**config.mk**
```make
export PLATFORM = sky130hd
export DESIGN_NAME = multi_time_counter_flat
export DESIGN_NICKNAME = d
export VERILOG_FILES = /design/src/rtl/time_counter_pkg.sv /design/src/rtl/multi_time_counter_if.sv /design/src/rtl/time_counter_channel.sv /design/src/rtl/multi_time_counter.sv /design/src/flat_wrapper.sv
export SDC_FILE = /design/constraint.sdc
export NUM_CORES = 1
export LEC_CHECK = 0
export ABC_AREA = 1
export BUFFER_PORTS_ARGS = -buffer_cell sky130_fd_sc_hd__clkbuf_2
export CAP_MARGIN = 5
export CELL_PAD_IN_SITES_DETAIL_PLACEMENT = 0
export CELL_PAD_IN_SITES_GLOBAL_PLACEMENT = 1
export CORE_ASPECT_RATIO = 0.75
export CORE_MARGIN = 5
export CORE_UTILIZATION = 43
export DETAILED_ROUTE_END_ITERATION = 6
export GPL_ROUTABILITY_DRIVEN = 0
export PLACE_DENSITY_LB_ADDON = 0.2
export SETUP_SLACK_MARGIN = 0.4
export SLEW_MARGIN = 30
export SYNTH_ARGS = -nofsm -noshare
export SYNTH_HDL_FRONTEND = slang
export SYNTH_SLANG_ARGS = --single-unit
```
**constraint.sdc**
```tcl
create_clock -name MCLK -period 3.9 [get_ports MCLK]
set_input_delay 0.195 -clock MCLK [delete_from_list [all_inputs] [get_ports MCLK]]
set_output_delay 0.195 -clock MCLK [all_outputs]
set_load 0.02 [all_outputs]
```
**src/rtl/time_counter_pkg.sv**
```systemverilog
// Shared definitions for the multi-channel elapsed-time counter.
//   state_t : per-channel FSM state encoding
//   pw()    : width of a counter indexing n values, never below 1 bit
package time_counter_pkg;

   typedef enum logic [1:0] {
      ST_IDLE  = 2'd0,
      ST_RUN   = 2'd1,
      ST_PAUSE = 2'd2,
      ST_HALT  = 2'd3
   } state_t;

   function automatic int unsigned pw(input int unsigned n);
      return (n <= 1) ? 1 : $clog2(n);
   endfunction

endpackage

```
**src/rtl/multi_time_counter_if.sv**
```systemverilog
// Host-side bundle of the multi-channel time counter.
//   START/STOP/CLEAR : per-channel control requests (host -> counter)
//   RDSEL            : channel select for TIMEELAPSED (host -> counter)
//   TIMEELAPSED      : registered time of the selected channel
//   TIME_ALL         : all channel times, channel i at [i*W +: W]
//   RUNNING/OVFL/ALARM : per-channel status flags
interface multi_time_counter_if #(
   parameter int unsigned NCH = 2,
   parameter int unsigned W   = 16
);
   localparam int unsigned SW = time_counter_pkg::pw(NCH);

   logic [NCH-1:0]   START;
   logic [NCH-1:0]   STOP;
   logic [NCH-1:0]   CLEAR;
   logic [SW-1:0]    RDSEL;
   logic [W-1:0]     TIMEELAPSED;
   logic [NCH*W-1:0] TIME_ALL;
   logic [NCH-1:0]   RUNNING;
   logic [NCH-1:0]   OVFL;
   logic [NCH-1:0]   ALARM;

   modport master (
      output START, STOP, CLEAR, RDSEL,
      input  TIMEELAPSED, TIME_ALL, RUNNING, OVFL, ALARM
   );

   modport slave (
      input  START, STOP, CLEAR, RDSEL,
      output TIMEELAPSED, TIME_ALL, RUNNING, OVFL, ALARM
   );
endinterface

```
**src/rtl/time_counter_channel.sv**
```systemverilog
// One elapsed-time channel: FSM, prescaler, time register, sticky flags.
//   clk_i, rst_i : clock, asynchronous active-high reset
//   start_i, stop_i, clear_i : control requests (priority clear > stop > start)
//   time_o    : elapsed time in units of DIV clocks
//   running_o : channel is in RUN
//   ovfl_o    : sticky overflow
//   alarm_o   : sticky alarm, time reached ALARM_VAL through a tick
module time_counter_channel
   import time_counter_pkg::*;
#(
   parameter int unsigned DIV       = 4,
   parameter int unsigned W         = 16,
   parameter int unsigned SATURATE  = 1,
   parameter int unsigned ALARM_VAL = 0
) (
   input  logic         clk_i,
   input  logic         rst_i,
   input  logic         start_i,
   input  logic         stop_i,
   input  logic         clear_i,
   output logic [W-1:0] time_o,
   output logic         running_o,
   output logic         ovfl_o,
   output logic         alarm_o
);
   localparam int unsigned     PW      = pw(DIV);
   localparam logic [PW-1:0]   PRE_MAX = PW'(DIV - 1);
   // Thresholds not representable in W bits can never be reached.
   localparam bit              ALARM_EN = (ALARM_VAL != 0) && ((64'(ALARM_VAL) >> W) == 64'd0);
   localparam logic [W-1:0]    ALARM_W  = W'(ALARM_VAL);

   state_t        state_q, state_d;
   logic [PW-1:0] pre_q, pre_d;
   logic [W-1:0]  time_q, time_d;
   logic          ovfl_q, ovfl_d;
   logic          alarm_q, alarm_d;

   always_ff @(posedge clk_i or posedge rst_i) begin
      if (rst_i) begin
         state_q <= ST_IDLE;
         pre_q   <= '0;
         time_q  <= '0;
         ovfl_q  <= 1'b0;
         alarm_q <= 1'b0;
      end else begin
         state_q <= state_d;
         pre_q   <= pre_d;
         time_q  <= time_d;
         ovfl_q  <= ovfl_d;
         alarm_q <= alarm_d;
      end
   end

   always_comb begin
      state_d = state_q;
      pre_d   = pre_q;
      time_d  = time_q;
      ovfl_d  = ovfl_q;
      alarm_d = alarm_q;
      if (clear_i) begin
         state_d = ST_IDLE;
         pre_d   = '0;
         time_d  = '0;
         ovfl_d  = 1'b0;
         alarm_d = 1'b0;
      end else begin
         unique case (state_q)
            ST_IDLE: begin
               if (start_i && !stop_i) begin
                  state_d = ST_RUN;
                  pre_d   = '0;
                  time_d  = '0;
               end
            end
            ST_RUN: begin
               // The cycle that samples STOP still counts; a saturating
               // tick in that same cycle takes the channel to HALT instead.
               if (stop_i) state_d = ST_PAUSE;
               if (pre_q == PRE_MAX) begin
                  pre_d = '0;
                  if (time_q != '1) begin
                     time_d = time_q + W'(1);
                     if (ALARM_EN && (time_d == ALARM_W)) alarm_d = 1'b1;
                  end else if (SATURATE != 0) begin
                     pre_d   = pre_q;
                     ovfl_d  = 1'b1;
                     state_d = ST_HALT;
                  end else begin
                     time_d = '0;
                     ovfl_d = 1'b1;
                  end
               end else begin
                  pre_d = pre_q + PW'(1);
               end
            end
            ST_PAUSE: begin
               if (start_i && !stop_i) state_d = ST_RUN;
            end
            ST_HALT: ;
            default: state_d = ST_IDLE;
         endcase
      end
   end

   assign time_o    = time_q;
   assign running_o = (state_q == ST_RUN);
   assign ovfl_o    = ovfl_q;
   assign alarm_o   = alarm_q;

endmodule

```
**src/rtl/multi_time_counter.sv**
```systemverilog
// Multi-channel elapsed-time counter.
//   MCLK  : master clock, rising edge
//   RESET : asynchronous active-high reset
//   bus   : host bundle (slave side): START/STOP/CLEAR/RDSEL in,
//           TIMEELAPSED/TIME_ALL/RUNNING/OVFL/ALARM out
module multi_time_counter
   import time_counter_pkg::*;
#(
   parameter int unsigned NCH       = 2,
   parameter int unsigned DIV       = 4,
   parameter int unsigned W         = 16,
   parameter int unsigned SATURATE  = 1,
   parameter int unsigned ALARM_VAL = 0
) (
   input  logic MCLK,
   input  logic RESET,
   multi_time_counter_if.slave bus
);
   localparam int unsigned SW = pw(NCH);

   logic [W-1:0] time_ch [NCH];
   logic [W-1:0] sel_d, sel_q;

   for (genvar g = 0; g < NCH; g++) begin : g_ch
      time_counter_channel #(
         .DIV       (DIV),
         .W         (W),
         .SATURATE  (SATURATE),
         .ALARM_VAL (ALARM_VAL)
      ) u_ch (
         .clk_i     (MCLK),
         .rst_i     (RESET),
         .start_i   (bus.START[g]),
         .stop_i    (bus.STOP[g]),
         .clear_i   (bus.CLEAR[g]),
         .time_o    (time_ch[g]),
         .running_o (bus.RUNNING[g]),
         .ovfl_o    (bus.OVFL[g]),
         .alarm_o   (bus.ALARM[g])
      );
      assign bus.TIME_ALL[g*W +: W] = time_ch[g];
   end

   // Out-of-range selects fall through the loop and read as zero.
   always_comb begin
      sel_d = '0;
      for (int unsigned i = 0; i < NCH; i++) begin
         if (bus.RDSEL == SW'(i)) sel_d = time_ch[i];
      end
   end

   always_ff @(posedge MCLK or posedge RESET) begin
      if (RESET) sel_q <= '0;
      else       sel_q <= sel_d;
   end

   assign bus.TIMEELAPSED = sel_q;

endmodule

```
**src/flat_wrapper.sv**
```systemverilog
// flat-port wrapper written by rule: the top's interface ports become plain ports
module multi_time_counter_flat import time_counter_pkg::*;
#(
   parameter int unsigned NCH       = 2,
   parameter int unsigned DIV       = 4,
   parameter int unsigned W         = 16,
   parameter int unsigned SATURATE  = 1,
   parameter int unsigned ALARM_VAL = 0
)
  (MCLK, RESET, bus_START, bus_STOP, bus_CLEAR, bus_RDSEL, bus_TIMEELAPSED, bus_TIME_ALL, bus_RUNNING, bus_OVFL, bus_ALARM);
  multi_time_counter_if #(.NCH(NCH), .W(W)) bus_i ();
  input  logic MCLK;
  input  logic RESET;
  input wire logic [$bits(bus_i.START)-1:0] bus_START;
  input wire logic [$bits(bus_i.STOP)-1:0] bus_STOP;
  input wire logic [$bits(bus_i.CLEAR)-1:0] bus_CLEAR;
  input wire logic [$bits(bus_i.RDSEL)-1:0] bus_RDSEL;
  output wire logic [$bits(bus_i.TIMEELAPSED)-1:0] bus_TIMEELAPSED;
  output wire logic [$bits(bus_i.TIME_ALL)-1:0] bus_TIME_ALL;
  output wire logic [$bits(bus_i.RUNNING)-1:0] bus_RUNNING;
  output wire logic [$bits(bus_i.OVFL)-1:0] bus_OVFL;
  output wire logic [$bits(bus_i.ALARM)-1:0] bus_ALARM;
  assign bus_i.START = bus_START;
  assign bus_i.STOP = bus_STOP;
  assign bus_i.CLEAR = bus_CLEAR;
  assign bus_i.RDSEL = bus_RDSEL;
  assign bus_TIMEELAPSED = bus_i.TIMEELAPSED;
  assign bus_TIME_ALL = bus_i.TIME_ALL;
  assign bus_RUNNING = bus_i.RUNNING;
  assign bus_OVFL = bus_i.OVFL;
  assign bus_ALARM = bus_i.ALARM;
  multi_time_counter #(.NCH(NCH), .DIV(DIV), .W(W), .SATURATE(SATURATE), .ALARM_VAL(ALARM_VAL)) u_core (.MCLK(MCLK), .RESET(RESET), .bus(bus_i));
endmodule
```
* Word-level counts from Yosys, hierarchy flattened
Index checks and enable logic that the tools add are counted.
Cells by class: add/subtract/negate cells 4, equality and inequality tests 20, mux-type cells 41, reductions and logical operators 24
Operators by type and width (count):
- 16-bit 2-to-1 mux | 9
- 16-bit case mux with 2 select lines | 2
- 2-bit 2-to-1 mux | 18
- 16-bit by 1-bit adder with 16-bit output (second input constant) | 2
- 16-bit != test (second input constant) | 2
- 2-bit case mux with 2 select lines | 4
- 3-bit by 2-bit != test with 1-bit output (second input constant) | 4
- 3-bit AND reduction | 4
- 3-bit nonzero test | 4
- 2-bit == test (second input constant) | 4
- 1-bit 2-to-1 mux | 8
- 4-bit by 3-bit != test with 1-bit output (second input constant) | 2
- 4-bit AND reduction | 2
- 2-bit nonzero test | 4
- 3-bit by 1-bit != test with 1-bit output (second input constant) | 2
- 3-bit != test (second input constant) | 2
- 2-bit by 1-bit adder with 2-bit output (second input constant) | 2
- 2-bit by 1-bit == test with 1-bit output (second input constant) | 2
- 2-bit zero test | 2
- 2-bit != test (second input constant) | 2
- 2-bit AND reduction | 2
- 2-bit OR reduction | 2
- 1-bit logical AND | 2
- 1-bit zero test | 2
Word-level totals: flip-flop bits (word level) 58, bits of input ports 9, word-level logic and storage cells 98

* Logic depth before layout (Yosys ltp)
Gate-level depths: netlist of the first run.
depth after elaboration 5, mapped depth 11

* By module
A second synthesis of the first run with hierarchy kept.
Unflattened totals: cells, all modules 490, area total of the unflattened synthesis 3594.7 µm²
Modules (own cells, without submodules):
- time_counter_channel (u_core.g_ch[0].u_ch) | instances 1, cells an instance 219, area each 1492.7 µm², seq. area each 525.5 µm²
- time_counter_channel (u_core.g_ch[1].u_ch) | instances 1, cells an instance 202, area each 1453.9 µm², seq. area each 525.5 µm²
- multi_time_counter | instances 1, cells an instance 69, area each 648.1 µm², seq. area each 400.4 µm²

* Worst setup path after synthesis of the first run
OpenSTA, ideal clock, no wires.
kind reg-to-reg, start point register u_core.g_ch[0].u_ch.time_q[1], end point register u_core.g_ch[0].u_ch.time_q[4], library setup time 0.118 ns, arrival time 1.586 ns, data required time 3.782 ns, slack 2.196 ns, cell stages (with the launch flop) 12, path buffers 1, period minus slack after synthesis 1.704 ns, path through dfrtp_1 ha_1 nand2_1 nor2_2 nand2_2 clkinv_1 nand2_2 nand2_4 nand2_4 buf_6 a21oi_1 nor2_1
Between the ends: word-level cells in the longest chain between the ends 5
RTL lines:
- from (decl) | line time_counter_channel.sv:34 | logic [W-1:0] time_q, time_d;
- from (signal assigned) | line time_counter_channel.sv:48 | time_q <= time_d;
- 16-bit by 1-bit adder with 16-bit output | line time_counter_channel.sv:82 | time_d = time_q + W'(1);
- 16-bit 2-to-1 mux | line time_counter_channel.sv:81 | if (time_q != '1) begin
- 16-bit 2-to-1 mux | line time_counter_channel.sv:79 | if (pre_q == PRE_MAX) begin
- 16-bit case mux with 2 select lines | line time_counter_channel.sv:67 | unique case (state_q)
- 16-bit 2-to-1 mux | line time_counter_channel.sv:60 | if (clear_i) begin
Parallel ways exist; a longest one is shown, timed or not. The select of a mux whose other input is x is not followed. A chain may end at the register's enable or synchronous reset.

* Worst setup path after layout of the first run
start point register u_core.g_ch[1].u_ch.time_q[0], end point register u_core.g_ch[1].u_ch.time_q[8]
Between the ends: word-level cells in the longest chain between the ends 5
RTL lines (line):
- from (decl) | time_counter_channel.sv:34
- from (signal assigned) | time_counter_channel.sv:48
- 16-bit by 1-bit adder with 16-bit output | time_counter_channel.sv:82
- 16-bit 2-to-1 mux | time_counter_channel.sv:81
- 16-bit 2-to-1 mux | time_counter_channel.sv:79
- 16-bit case mux with 2 select lines | time_counter_channel.sv:67
- 16-bit 2-to-1 mux | time_counter_channel.sv:60
Parallel ways exist; a longest one is shown, timed or not. The select of a mux whose other input is x is not followed.

==> flow_metrics.env, run 1 <==
export IMPL_status="finished clean"
export IMPL_io_buffer_count=60
export IMPL_reg2reg_slack_ns=2.03
export IMPL_worst_path_max_fanout=28
export IMPL_fillers=747
export IMPL_route_detailed_drc=0
export IMPL_yosysTopAreaCellShare_pct=43.5
export IMPL_diodes=0
export IMPL_fp_dieH_um=86.3
export IMPL_grt_max_degree=35
export IMPL_drt_first_pass_iters=5
export IMPL_clockBufferDepth=2
export IMPL_cts_buffers=9
export IMPL_area_growth_pct=16.0
export IMPL_hpwlAfterDp_mm=7.01
export IMPL_critPathKind="flop to flop"
export IMPL_final_cell_mix="nand2_1, clkbuf_2, dfrtp_1"
export IMPL_tightest_slew_ns=0.602
export IMPL_peakVddDrop_mv=0.161
export IMPL_multi_input_area_um2=1560
export IMPL_drive_above_1_share_pct=19.8
export IMPL_leakage_nw=1.96
export IMPL_ios=63
export IMPL_ff_latch_area_um2=1450
export IMPL_critPathLaunchType="flop"
export IMPL_std_cell_rows=27
export IMPL_synth_distinct_cells=28
export IMPL_maxCapViolCount=0
export IMPL_antenna_found_initial=0
export IMPL_cts_setup_buffers=0
export IMPL_netlist_area_um2=3340
export IMPL_layout_min_cycle_time_ns=1.87
export IMPL_hold_worst_slack_ns=0.165
export IMPL_yosys_area_top_type="dfrtp_1"
export IMPL_dpl_worst_slack_ns=2.03
export IMPL_grtUsageTotal_pct=20.4
export IMPL_cts_clk_slew_worst_paths_ns=0.07
export IMPL_ant_nets=0
export IMPL_drt_wirelength_per_cell_um=14.9
export IMPL_postLayoutCoreUtil_pct=52.1
export IMPL_clock_sinks=58
export IMPL_clockRootBuffer="clkbuf_8"
export IMPL_max_freq_mhz=534
export IMPL_stdcell_count=626
export IMPL_dp_cells=609
export IMPL_netlist_instances=460
export IMPL_synth_area_per_cell_um2=7.25
export IMPL_cts_tree="built"
export IMPL_max_slew_margin_rel_pct=59.6
export IMPL_gr_total_overflow=0
export IMPL_via_per_inst=5.08
export IMPL_tns_ns=0
export IMPL_fin_crit_sh_pct=48.1
export IMPL_cts_hold_fix_buffers=1
export IMPL_initial_core_util_pct=44.9
export IMPL_via_count=3178
export IMPL_core_um2=7430
export IMPL_rsz0062_at_grt="no"
export IMPL_grt_pass1_wl_mm=15.6
export IMPL_cp_data_required_time_ns=4.12
export IMPL_fin_skew_ns=0.0105
export IMPL_routed_wl_mm=9.33
export IMPL_ys_ff_latch=58
export IMPL_drt_iter0_markers=182
export IMPL_async_flop_share_pct=100
export IMPL_grt_pass1_vias=2953
export IMPL_setup_slack_ns=2.03
export IMPL_yosys_warnings=0
export IMPL_end_kind="flop"
export IMPL_layout_commonest_cell="nand2_1"
export IMPL_cts_resized=0
export IMPL_synth_edf_count=0
export IMPL_clk_latency_ns=0.33
export IMPL_htree_levels=3
export IMPL_final_max_slew_viol_count=0
export IMPL_die_w_um=112
export IMPL_nets=533
export IMPL_dieArea_um2=9640
export IMPL_worstPathArrival_ns=2.09
export IMPL_power_density_nw_per_um2=327
export IMPL_hold_viol_final=0
export IMPL_synthFlopType="dfrtp_1"
export IMPL_setup_viol=0
export IMPL_hold_class="input port to flop"
export IMPL_synth_seq_area_share_pct=43.5
export IMPL_synth_area_leaders="dfrtp_1, nand2_1, inv_1, nor2_1, nand3_1"
metal layers:
layer	vias to the layer above	routed length (um)	global-route usage [%]
met1	1467	4820	32.0
met5	-	0	0
li1	1583	-	-
met3	7	704	5.65
met4	0	60	4.42
met2	121	3750	27.6
kinds of logic after synthesis:
group | after synthesis | share of synthesized area [%]
flops | 58 | 43.5
mux | 1 | 0.338
other cells | 1 | 0.112
simple gates | 265 | 35.2
compound gates | 52 | 8.48
fa+ha+maj | 4 | 1.50
xor+xnor | 4 | 1.05
buf+inv | 75 | 9.79
flip-flops by register name, indices dropped and copies added (netlist names):
name                      cells
u_core.g_ch.u_ch.time_o      32
u_core.g_ch.u_ch.ovfl_o       2
u_core.g_ch.u_ch.pre_q        4
u_core.g_ch.u_ch.state_q      4
u_core.bus.TIMEELAPSED       16
path summary, 6_finish.rpt:
kind	from	end	cells after the start
max	u_core.g_ch[1].u_ch.time_o[0]	u_core.g_ch[1].u_ch.time_o[8]	10
min	bus_STOP[1]	u_core.g_ch[1].u_ch.state_q[0]	4
max reg2reg	u_core.g_ch[1].u_ch.time_o[0]	u_core.g_ch[1].u_ch.time_o[8]	10
min reg2reg	u_core.g_ch[0].u_ch.ovfl_o	u_core.g_ch[0].u_ch.ovfl_o	2
max in group asynchronous	RESET	u_core.bus.TIMEELAPSED[12]	4
min in group asynchronous	RESET	u_core.g_ch[1].u_ch.ovfl_o	3
Yosys cell counts (4+ instances only):
master    count
nor2_1       51
nand2_2       5
buf_4         6
xor2_1        4
nand2_1     134
nand3_1      38
o21ai_1       6
inv_2         5
nand4_1      19
nor2_2        5
nor3_1        4
ha_1          4
o21ai_2       4
inv_1        54
dfrtp_1      58
o21ai_0      33
a21oi_1       6
clkbuf_1      5
area by class of cell:
type | count | area share [%]
Multi-Input combinational cell | 328 | 40.4
Tap cell | 101 | 3.27
Timing Repair Buffer | 62 | 8.21
Clock buffer | 14 | 4.46
Clock inverter | 2 | 0.259
Inverter | 61 | 5.92
Sequential cell | 58 | 37.5
power by group:
part | total (mW) | switching (mW) | internal, mW
combinational | 0.126 | 0.0979 | 0.0282
clock | 0.516 | 0.235 | 0.281
sequential | 0.621 | 0.00866 | 0.612
critical path, stage by stage (launching register included):
cell,delay (ns)
dfrtp_1,0.46
ha_1,0.22
nand3_1,0.12
inv_2,0.12
nand2_2,0.08
nor2_4,0.15
nand2_2,0.08
nand3_4,0.24
inv_1,0.13
nand3_1,0.09
nand2_1,0.07
metrics by stage:
stage | total power [mW] | cell area, um2
3_3_place_gp | 0.756 | 3680
5_1_grt | 1.33 | 3870
4_1_cts | 1.28 | 3870
3_5_place_dp | 0.758 | 3680
2_1_floorplan | 0.734 | 3340
6_report | 1.26 | 3870
Note: power is estimated with default switching activity, not from simulation.
==> run 2: changes to the inputs <==
--- a/config.mk
+++ b/config.mk
@@ -12,7 +12,7 @@
 export CELL_PAD_IN_SITES_GLOBAL_PLACEMENT = 1
 export CORE_ASPECT_RATIO = 0.75
 export CORE_MARGIN = 5
-export CORE_UTILIZATION = 43
+export CORE_UTILIZATION = 40
 export DETAILED_ROUTE_END_ITERATION = 6
 export GPL_ROUTABILITY_DRIVEN = 0
 export PLACE_DENSITY_LB_ADDON = 0.2
==> constraint.sdc (replaced) <==
create_clock -name MCLK -period 1.8 [get_ports MCLK]
set_input_delay 0.09 -clock MCLK [delete_from_list [all_inputs] [get_ports MCLK]]
set_output_delay 0.09 -clock MCLK [all_outputs]
set_load 0.02 [all_outputs]
==> flow_metrics.env, run 2 (synthesis results as in run 1) <==
export IMPL_status="finished clean"
export IMPL_reg2reg_slack_ns=0.26
export IMPL_final_cell_mix="nand2_1, clkbuf_2, buf_4"
export IMPL_grt_pass1_wl_mm=17.5
export IMPL_route_detailed_drc=0
export IMPL_path_buf_inv=1
export IMPL_via_count=3457
export IMPL_critPathLaunchType="flop"
export IMPL_maxCapViolCount=0
export IMPL_clockRootBuffer="clkbuf_8"
export IMPL_hold_viol_final=0
export IMPL_core_um2=8020
export IMPL_area_growth_pct=42.9
export IMPL_routed_wl_mm=10.8
export IMPL_fin_crit_sh_pct=85.5
export IMPL_power_frac_seq_pct=45.2
export IMPL_layout_commonest_cell="nand2_1"
export IMPL_cp_data_required_time_ns=2.02
export IMPL_diodes=0
export IMPL_setup_viol=0
export IMPL_grtUsageTotal_pct=22.1
export IMPL_dpl_worst_slack_ns=0.118
export IMPL_initial_core_util_pct=41.6
export IMPL_critical_path_slowest_cell="dfrtp_2"
export IMPL_cts_clk_slew_worst_paths_ns=0.07
export IMPL_via_per_inst=5.02
export IMPL_fin_skew_ns=0.00913
export IMPL_end_kind="flop"
export IMPL_grt_max_degree=32
export IMPL_tns_ns=0
export IMPL_max_stage_delay_ns=0.39
export IMPL_setup_slack_ns=0.262
export IMPL_std_cell_rows=28
export IMPL_ant_nets=0
export IMPL_die_w_um=115
export IMPL_fp_dieH_um=89.1
export IMPL_peakVddDrop_mv=0.419
export IMPL_dieArea_um2=10300
export IMPL_switching_power_mw=0.831
export IMPL_htree_levels=3
export IMPL_worstPathArrival_ns=1.76
export IMPL_worst_path_max_fanout=8
export IMPL_max_freq_mhz=650
export IMPL_tightest_slew_ns=0.689
export IMPL_nets=592
export IMPL_gr_total_overflow=0
export IMPL_antenna_found_initial=0
export IMPL_power_mw=2.99
export IMPL_power_frac_comb_pct=14.4
export IMPL_hpwlAfterDp_mm=7.76
export IMPL_drt_wirelength_per_cell_um=15.7
export IMPL_path_depth=10
export IMPL_clkPwrFrac_pct=40.5
export IMPL_io_buffer_count=60
export IMPL_cts_tree="built"
export IMPL_max_slew_margin_rel_pct=54.0
export IMPL_layout_min_cycle_time_ns=1.54
export IMPL_rr_worst_depth=10
export IMPL_crit_family="simple AND/OR/NAND/NOR gates"
export IMPL_clock_sinks=58
export IMPL_drt_iter0_markers=215
export IMPL_drt_first_pass_iters=5
export IMPL_p_int_mw=2.15
export IMPL_ios=63
export IMPL_critPathKind="flop to flop"
export IMPL_leakage_nw=2.36
export IMPL_crit_path_cell_trace="ha_4, nand2_4, nor2_4, nand2_4, clkinv_4, nand2_8, nand2_8, nand2_8, a21oi_2, nor2_1"
export IMPL_drive_above_1_share_pct=41.1
export IMPL_holdPathStages=4
export IMPL_largest_reg_flops=32
export IMPL_crit_top_cell="nand2_8"
export IMPL_rsz0062_at_grt="yes"
export IMPL_cts_buffers=9
export IMPL_grt_pass1_vias=3270
export IMPL_hold_worst_slack_ns=0.0655
export IMPL_clockBufferDepth=2
export IMPL_hold_class="input port to flop"
export IMPL_final_max_slew_viol_count=0
export IMPL_fillers=738
export IMPL_clk_latency_ns=0.34
export IMPL_p_sw_share_pct=27.8
export IMPL_power_density_nw_per_um2=626
[run 2: cell types whose count changed in the layout (fill, tap and decap cells not counted), sizes merged]
cell      delta
buf         +58
bufinv       +1
inv          -1
clkinvlp     +1
nand2        +1
clkbuf       -1
[run 2: layout make-up]
cell class / instances / area [um2] / area share (%)
clock buffers: 13 / 149 / 3.12
clock inverters: 3 / 40.0 / 0.840
repair buffers: 120 / 810 / 17.0
well taps: 105 / 131 / 2.76
flip-flops and latches: 58 / 1470 / 30.9
multi-input cells: 329 / 1910 / 40.0
inverters: 61 / 258 / 5.41
[run 2: final timing paths]
check,from,endpoint
min in group asynchronous,RESET,u_core.g_ch[1].u_ch.time_o[3]
max in group asynchronous,RESET,u_core.g_ch[0].u_ch.time_o[0]
worst min-delay path,bus_STOP[1],u_core.g_ch[1].u_ch.state_q[0]
worst max register to register,u_core.g_ch[0].u_ch.time_o[0],u_core.g_ch[0].u_ch.time_o[4]
worst max-delay path,u_core.g_ch[0].u_ch.time_o[0],u_core.g_ch[0].u_ch.time_o[4]
worst min register to register,u_core.g_ch[1].u_ch.ovfl_o,u_core.g_ch[1].u_ch.ovfl_o
[run 2: power by group through the flow]
stage	Clock, mW	Sequential (mW)	Combinational (mW)
after detailed placement	0	1.37	0.322
after CTS	1.23	1.35	0.409
final	1.21	1.35	0.429
after global routing	1.29	1.35	0.469
after floorplan	0	1.38	0.225
after global placement	0	1.37	0.320
[run 2: through the flow]
step           utilization (%)  cells  instance area (um2)
5_1_grt                   59.4    689                 4770
3_3_place_gp              49.2    634                 3950
6_report                  59.4    689                 4770
2_1_floorplan                -    461                 3440
3_5_place_dp              49.2    634                 3950
4_1_cts                   56.6    679                 4540
[run 2: per-layer routing]
metal  track usage [%]  share of wire [%]
met2              32.0                 41
met1              32.7                 49
met5                 0                  0
met4              5.97                1.3
met3              5.95                8.1
[run 2: worst register-to-register path, delay by kind of cell, from the launching register on]
kind / cells / cell delay [ns]
simple gates: 7 / 0.65
fa+ha+maj: 1 / 0.15
compound gates: 1 / 0.18
flops: 1 / 0.39
buf+inv: 1 / 0.07
[run 2: timing repair]
action | CTS | global route
hold buffers | 1 | 0
setup endpoints to repair | 42 | 42
gates resized for setup | 58 | 42
pin swaps | 13 | 17
setup buffers | 27 | 10
hold endpoints to repair | 28 | 0
cloned | 1 | 0
